===== src/rtl/mem_access_ctrl.sv =====
// rtl/mem_access_ctrl.sv - load/store controller with read-modify-write sub-word stores
module mem_access_ctrl #(
    parameter int DM_WORDS = 1024
) (
    input  logic        clk,
    input  logic        reset,
    input  logic        req_valid,
    input  logic        req_we,
    input  logic [1:0]  req_size,
    input  logic        req_sign,
    input  logic [31:0] req_addr,
    input  logic [31:0] req_wdata,
    input  logic [31:0] req_pc,
    output logic        req_ready,
    output logic        dm_we,
    output logic [31:0] dm_addr,
    output logic [31:0] dm_din,
    output logic [31:0] dm_pc,
    input  logic [31:0] dm_dout,
    output logic [31:0] rdata,
    output logic        rdata_valid,
    output logic        err
);
    localparam logic [2:0] IDLE   = 3'd0;
    localparam logic [2:0] WR     = 3'd1;
    localparam logic [2:0] RMW_RD = 3'd2;
    localparam logic [2:0] RMW_WR = 3'd3;
    localparam logic [2:0] LD     = 3'd4;

    logic [2:0]  state;
    logic [31:0] addr_q, wdata_q, pc_q, merge_q;
    logic [1:0]  size_q;
    logic        sign_q;
    logic        bad_align, out_of_range, req_err;
    logic [7:0]  lane_b;
    logic [15:0] lane_h;
    logic [31:0] merged, load_val;

    always_comb begin
        bad_align = (req_size == 2'b11)
                 || (req_size == 2'b01 && req_addr[0])
                 || (req_size == 2'b10 && req_addr[1:0] != 2'b00);
        out_of_range = (req_addr[31:12] != 20'd0)
                    || ({22'd0, req_addr[11:2]} >= 32'(DM_WORDS));
        req_err = bad_align || out_of_range;
    end

    // Sub-word store: replace only the addressed lane(s) of the word captured in RMW_RD.
    always_comb begin
        merged = merge_q;
        if (size_q == 2'b00) begin
            case (addr_q[1:0])
                2'd0:    merged[7:0]   = wdata_q[7:0];
                2'd1:    merged[15:8]  = wdata_q[7:0];
                2'd2:    merged[23:16] = wdata_q[7:0];
                default: merged[31:24] = wdata_q[7:0];
            endcase
        end else if (addr_q[1]) begin
            merged[31:16] = wdata_q[15:0];
        end else begin
            merged[15:0] = wdata_q[15:0];
        end
    end

    always_comb begin
        case (addr_q[1:0])
            2'd0:    lane_b = dm_dout[7:0];
            2'd1:    lane_b = dm_dout[15:8];
            2'd2:    lane_b = dm_dout[23:16];
            default: lane_b = dm_dout[31:24];
        endcase
        lane_h = addr_q[1] ? dm_dout[31:16] : dm_dout[15:0];
        case (size_q)
            2'b00:   load_val = {{24{sign_q & lane_b[7]}}, lane_b};
            2'b01:   load_val = {{16{sign_q & lane_h[15]}}, lane_h};
            default: load_val = dm_dout;
        endcase
    end

    always_ff @(posedge clk) begin
        if (reset) begin
            state       <= IDLE;
            addr_q      <= '0;
            wdata_q     <= '0;
            pc_q        <= '0;
            merge_q     <= '0;
            size_q      <= '0;
            sign_q      <= 1'b0;
            rdata       <= '0;
            rdata_valid <= 1'b0;
            err         <= 1'b0;
        end else begin
            rdata_valid <= 1'b0;
            err         <= 1'b0;
            case (state)
                IDLE: begin
                    if (req_valid) begin
                        if (req_err) begin
                            err <= 1'b1;
                        end else begin
                            addr_q  <= req_addr;
                            wdata_q <= req_wdata;
                            pc_q    <= req_pc;
                            size_q  <= req_size;
                            sign_q  <= req_sign;
                            if (!req_we)                 state <= LD;
                            else if (req_size == 2'b10)  state <= WR;
                            else                         state <= RMW_RD;
                        end
                    end
                end
                WR:     state <= IDLE;
                RMW_RD: begin
                    merge_q <= dm_dout;
                    state   <= RMW_WR;
                end
                RMW_WR: state <= IDLE;
                LD: begin
                    rdata       <= load_val;
                    rdata_valid <= 1'b1;
                    state       <= IDLE;
                end
                default: state <= IDLE;
            endcase
        end
    end

    // Write strobe is gated by reset so an abandoned store never reaches memory.
    always_comb begin
        req_ready = (state == IDLE);
        dm_we     = !reset && (state == WR || state == RMW_WR);
        dm_addr   = (state == IDLE) ? 32'd0 : {addr_q[31:2], 2'b00};
        dm_din    = 32'd0;
        if (dm_we) dm_din = (state == WR) ? wdata_q : merged;
        dm_pc     = dm_we ? pc_q : 32'd0;
    end
endmodule


===== config.mk =====
export PLATFORM = sky130hd
export DESIGN_NAME = mem_access_ctrl
export DESIGN_NICKNAME = d
export VERILOG_FILES = /design/src/rtl/mem_access_ctrl.sv
export SDC_FILE = /design/constraint.sdc
export NUM_CORES = 1
export LEC_CHECK = 0
export CORE_AREA = 3 3 136 138
export DETAILED_ROUTE_END_ITERATION = 10
export DIE_AREA = 0 0 139 141
export HOLD_SLACK_MARGIN = 0.08
export PLACE_DENSITY = 0.79
export SLEW_MARGIN = 20
export SYNTH_ARGS = -nofsm -noshare
export SYNTH_HDL_FRONTEND = slang
export SYNTH_SLANG_ARGS = --single-unit

===== constraint.sdc =====
create_clock -name clk -period 2.27 [get_ports clk]
set_clock_uncertainty 0.2 [all_clocks]
set_input_delay 0.227 -clock clk [delete_from_list [all_inputs] [get_ports clk]]
set_output_delay 0.227 -clock clk [all_outputs]
set_load 0.005 [all_outputs]

# Word level (Yosys, flattened, before mapping)
# Index checks and enable logic that the tools add are counted.
word_totals:
  register_bits: 168
  output_inout_bits: 132
classes:
  n_reduce_logical: 17
  n_eq_ne: 12
  muxes: 21
  bitwise: 5
ops:
  columns: ["cell", "count"]
  rows:
  - ["two-way mux 32 bit", 5]
  - ["one-hot mux 32 bit (2 select lines)", 1]
  - ["two-way mux 16 bit", 3]
  - ["two-way mux 8 bit", 4]
  - ["one-hot mux 8 bit (3 select lines)", 1]
  - ["nonzero test 20 bit", 1]
  - ["two-way mux 3 bit", 3]
  - ["== test 2 x 1 -> 1 bit (second input constant)", 3]
  - ["== test 2 bit (second input constant)", 3]
  - ["== test 3 x 2 -> 1 bit (second input constant)", 2]
  - ["one-hot mux 3 bit (2 select lines)", 1]
  - ["OR reduction 3 bit", 2]
  - ["logical NOT 2 bit", 2]
  - ["logical OR 1 bit", 4]
  - ["!= test 2 bit (second input constant)", 2]
  - ["== test 3 x 1 -> 1 bit (second input constant)", 1]
  - ["== test 3 bit (second input constant)", 1]
  - ["logical AND 1 bit", 3]
  - ["logical NOT 3 bit", 1]
  - ["inverter 1 bit", 3]
  - ["AND reduction 3 bit", 1]
  - ["bitwise AND 1 bit", 2]
  - ["two-way mux 1 bit", 2]
  - ["two-way mux 2 bit", 1]
  - ["other kinds (3)", 3]

# Depth between registers and ports, before layout
depth:
  depth_word: 8
  depth_mapped: 8

# Worst setup path before layout
# No wires, ideal clock.
synth_path:
  path_kind: "flip-flop to output port"
  from: "register state[0]"
  to: "output port dm_din[24]"
  stages_incl_launch_ff: 8
  path_buffers: 3
  arrival_ps: 1509
  path_slack_ps: 334
  path_cell_list: "dfxtp_1 or3b_1 buf_2 inv_2 clkbuf_2 buf_2 o21ai_0 a21oi_1"
synth_via:
  elab_chain_len: 4
  word_cells_on_any_way: 6
synth_lines:
  columns: ["item", "line_no", "source"]
  rows:
  - ["from (decl)", "30", "logic [2:0] state;"]
  - ["from (signal assigned)", "82", "state <= IDLE;"]
  - ["from (signal assigned)", "106", "if (!req_we) state <= LD;"]
  - ["from (signal assigned)", "107", "else if (req_size == 2'b10) state <= WR;"]
  - ["== test 3 x 1 -> 1 bit / == test 3 x 2 -> 1 bit (equally long branches)", "131, 134", null]
  - ["logical OR 1 bit", "131", "dm_we = !reset && (state == WR || state == RMW_WR);"]
  - ["logical AND 1 bit", "131", null]
  - ["two-way mux 32 bit (*)", "134", "if (dm_we) dm_din = (state == WR) ? wdata_q : merged;"]
  - ["to (decl)", "17", "output logic [31:0] dm_din,"]
# Mark *: on every way between the ends. The rest lies on a longest branch, timed or not.

# Worst setup path in the final report
layout_path:
  from: "register state[0]"
  to: "output port dm_pc[18]"
layout_via:
  elab_chain_len: 4
  word_cells_on_any_way: 5
layout_lines:
  columns: ["item", "line_no", "source"]
  rows:
  - ["== test 3 x 1 -> 1 bit / == test 3 x 2 -> 1 bit (equally long branches)", "131", null]
  - ["logical OR 1 bit (*)", "131", null]
  - ["logical AND 1 bit (*)", "131", null]
  - ["two-way mux 32 bit (*)", "135", "dm_pc = dm_we ? pc_q : 32'd0;"]
  - ["to (decl)", "18", "output logic [31:0] dm_pc,"]
# Marked as above.

==> results.md <==
- The run finished, with violations left.
- The checks that failed: setup timing.
- The flip-flop and latch area is roughly 0.0034 mm^2.
- The starting density of the core is a little under half.
- The critical path in this run is classified as flop to output port.
- The Yosys step of the flow raised 0 warnings.
- The critical path data arrival time is around 2.0 ns.
- The number of distinct library cells after synthesis is 43.
- The worst relative slew slack is between 30% and 40%.
- The area growth from synthesis to layout is 58.28%.
- The largest net degree at the start of global routing is slightly above 90.
- Clock-pin slew was measured on the worst setup and hold paths at ~0.070 ns.
- Global routing finished with a remaining overflow of 0.
- CTS saw between 150 and 200 sinks.
- The HPWL after detailed placement is ~19 mm.
- Using the TritonRoute via totals, the vias-per-cell ratio works out to 5.834.
- In this design, the critical path's most frequently occurring cell is sky130_fd_sc_hd__buf_12.
- The DRC marker count from the first detailed-route iteration is between 900 and 1000.
- In the global route stage, overall resource usage came out at 27.04%.
- The root buffer cell chosen for the clock tree is sky130_fd_sc_hd__clkbuf_16.
- The area of the core is 0.01730 mm^2.
- The share of layout cells above drive strength 1 is 23.75%.
- For the final routed database, the setup TNS stands at -1.103 ns.
- The via count of the first global-routing pass came to about 8000.
- The synthesized design spends more area on one cell type than any other, namely sky130_fd_sc_hd__dfxtp_1.
- STA classifies the critical path endpoint as an output port.
- In the layout the commonest cells are 167 x sky130_fd_sc_hd__clkdlybuf4s50_1, 163 x sky130_fd_sc_hd__dfxtp_1, 133 x sky130_fd_sc_hd__a21oi_1.
- The number of antenna repair diodes is 0.
- The part of the Yosys area used for sequential elements is a little over two fifths.
- Fill cells in the final layout number roughly 1300.
- Setup violations remaining at the end of the flow were counted as 44.
- The total I/O pin count is ~270.
- The average wire per standard cell is approximately 20 um.
- For this run, the leading register cell type out of synthesis is sky130_fd_sc_hd__dfxtp_1.
- The largest stage delay on the critical path is roughly 0.40 ns.
- In this run, post-CTS hold repair placed 0 buffers.
- After synthesis the netlist holds a flip-flop and latch count of around 170.
- The routed layout has about 8900 vias.
- The required time reported for the critical path endpoint is around 1.8 ns.
- IR analysis of the VDD net gives a maximum drop of ~0.60 mV.
- The tightest min-delay check is of the input port to flop type.
- Buffers placed on the I/O ports in this run total 264.
- The remaining antenna violation count is 0.
- The overall die width is between 100 and 150 um.
- The measured slew at the worst slew-check pin is 0.9427 ns.
- Broken down by cell family, the worst path's largest delay share belongs to buffers and inverters.
- The post-synthesis area per instance is about 8 um^2.
- The routability congestion estimate from global placement is between 0.8 and 0.9.
- After synthesis, the cell types taking the most area are sky130_fd_sc_hd__dfxtp_1 43%, sky130_fd_sc_hd__a21oi_1 9.5%, sky130_fd_sc_hd__o21ai_0 7.9%.
- The floorplan has 48 rows.
- The critical path buffer and inverter count is 6.
- Traced cell by cell, the critical path runs through or3b_4 > clkinv_4 > buf_12 > buf_12 > buf_8 > buf_4 > and2_4 > buf_6.
- The number of synthesized flops with an enable pin is 0.
- In this run the vertical extent of the chip is 141 um.
- The minimum setup slack in the final design is -0.1119 ns.
- The area occupied by multi-input gates is 0.004481 mm^2.
- After synthesis, the largest area contributor takes up around 43% of total cell area.
- The number of max-slew violations in the final report is 0.
- On the final layout, the worst hold slack is roughly 0.16 ns.
- The clock insertion delay at the later pin of the skew report is between 0.4 and 0.5 ns.
- The clock tree from TritonCTS is done.
- The static leakage is around 4.6 nW.
- The highest attainable clock frequency is 419.8 MHz.
- The level count of the clock H-tree is 4.
- For this run, the post-layout net count is ~1400.
- The category of the worst setup path launch point is a flop.
- After detailed routing, the total wire length is slightly below 30 mm.
- The largest fanout on the critical path is 8.
- The number of buffers inserted during clock tree synthesis is 17.
- The initial antenna violation count is 0.
- Setup repair after global routing could not meet its margin everywhere.
- The cell at the slowest stage of the critical path is sky130_fd_sc_hd__or3b_4.
- The async set-or-reset flop fraction in the synthesized netlist is 0%.
- In the synthesized netlist, the number of instances is 1000.
- The final critical path takes up 104.9% of the cycle.
- The number of iterations in the first detailed-routing pass is 7.
- The number of hold violations in the final report is 0.
- The buffer levels on the longest clock path is 2.
- The first global-routing pass estimated between 40 and 50 mm of wire.
- The area of the mapped netlist is slightly below 0.008 mm^2.
- The die footprint is 0.01960 mm^2.
- The DRC violation count after routing is 0.
- The overall power of the completed layout is between 6 and 7 mW.
- Subtracting the final worst setup slack from the clock period gives 2.382 ns.
- The tool flagged a number of max-cap violations equal to 0.
- The most common cell after layout, fill and taps aside is sky130_fd_sc_hd__clkdlybuf4s50_1.
- The ratio of total power to cell area is slightly above 500 mW/mm^2.
## per-stage QoR
step / setup slack (ns) / util [%] / std cells / area (um^2)
after global routing: -0.1681 / 72.35 / 1522 / 12510
final: -0.1119 / 72.35 / 1522 / 12510
after detailed placement: -0.1545 / 64.00 / 1453 / 11070
after floorplan: 0.3344 / - / 1001 / 7910
after global placement: -0.1499 / 64.00 / 1453 / 11070
after CTS: -0.1777 / 69.06 / 1512 / 11950
## power by group
group,leakage (nW),switching (mW),internal [mW]
Clock,0.287,1.27,1.69
Combinational,2.93,0.164,0.246
Sequential,1.36,0.000183,2.95
Total,4.58,1.43,4.88
## timing repair
| item | 4_1_cts | 5_1_grt |
|---|---|---|
| endpoints found under the setup margin | 96 | 164 |
| resized for setup | 376 | 127 |
| setup buffers | 20 | 12 |
| cloned | 7 | 6 |
| pin swaps | 22 | 25 |
## per-layer routing
| metal | GRT usage [%] | up-vias | part of all wire (%) | wire length, um |
|---|---|---|---|---|
| met5 | 0 | - | 0 | 0 |
| li1 | - | 4166 | - | - |
| met1 | 36.02 | 4175 | 41 | 12120 |
| met3 | 6.818 | 60 | 9.6 | 2858 |
| met2 | 43.77 | 479 | 47 | 14050 |
| met4 | 7.775 | 0 | 2.4 | 705 |
## cell families (layout without fill, tap and decap cells)
logic type | Yosys count | in the layout | synth area share, %
buffers and inverters | 114 | 410 | 6.014
and+or+nand+nor | 338 | 338 | 22.80
other | 1 | 2 | 0.04743
DFF | 168 | 168 | 42.54
muxes | 25 | 25 | 3.482
AOI/OAI and AO/OA | 354 | 354 | 25.11
## tightest hold or removal path, delay by kind of cell
family	cells	cell delay, ns
buf+inv	1	0.40
simple gates	1	0.07
compound gates	1	0.06
## area by class of cell
cell class | instances | area share [%]
clock buffers | 19 | 3.619
clock inverters | 13 | 1.130
inverters | 4 | 0.1600
multi-input cells | 719 | 35.80
flip-flops and latches | 168 | 26.94
well taps | 225 | 2.250
repair buffers | 374 | 30.09
## synthesized netlist by cell type (23+ instances only)
library cell	instances
sky130_fd_sc_hd__a211oi_1	33
sky130_fd_sc_hd__a21oi_1	150
sky130_fd_sc_hd__and2_1	34
sky130_fd_sc_hd__buf_2	31
sky130_fd_sc_hd__clkbuf_1	75
sky130_fd_sc_hd__dfxtp_1	168
sky130_fd_sc_hd__mux2i_1	23
sky130_fd_sc_hd__nand2_1	94
sky130_fd_sc_hd__nand4_1	79
sky130_fd_sc_hd__nor2_1	52
sky130_fd_sc_hd__nor2b_1	31
sky130_fd_sc_hd__o21ai_0	125
## flip-flops by register name, summed over array words and instances, names as in the netlist
| name | flops |
|---|---|
| addr_q | 32 |
| merge_q | 32 |
| pc_q | 32 |
| rdata | 32 |
| wdata_q | 32 |
| state | 3 |
| size_q | 2 |
| err | 1 |
| rdata_valid | 1 |
| sign_q | 1 |
## final timing paths
check / from / to / slack [ns] / cells after the start
setup / recovery: state[0] / dm_pc[18] / -0.11 / 8
hold reg to reg: merge_q[2] / merge_q[2] / 0.26 / 2
setup reg to reg: addr_q[1] / rdata[20] / 0.02 / 6
hold / removal: req_wdata[22] / wdata_q[22] / 0.16 / 3
Power figures use the tool's default switching activity.
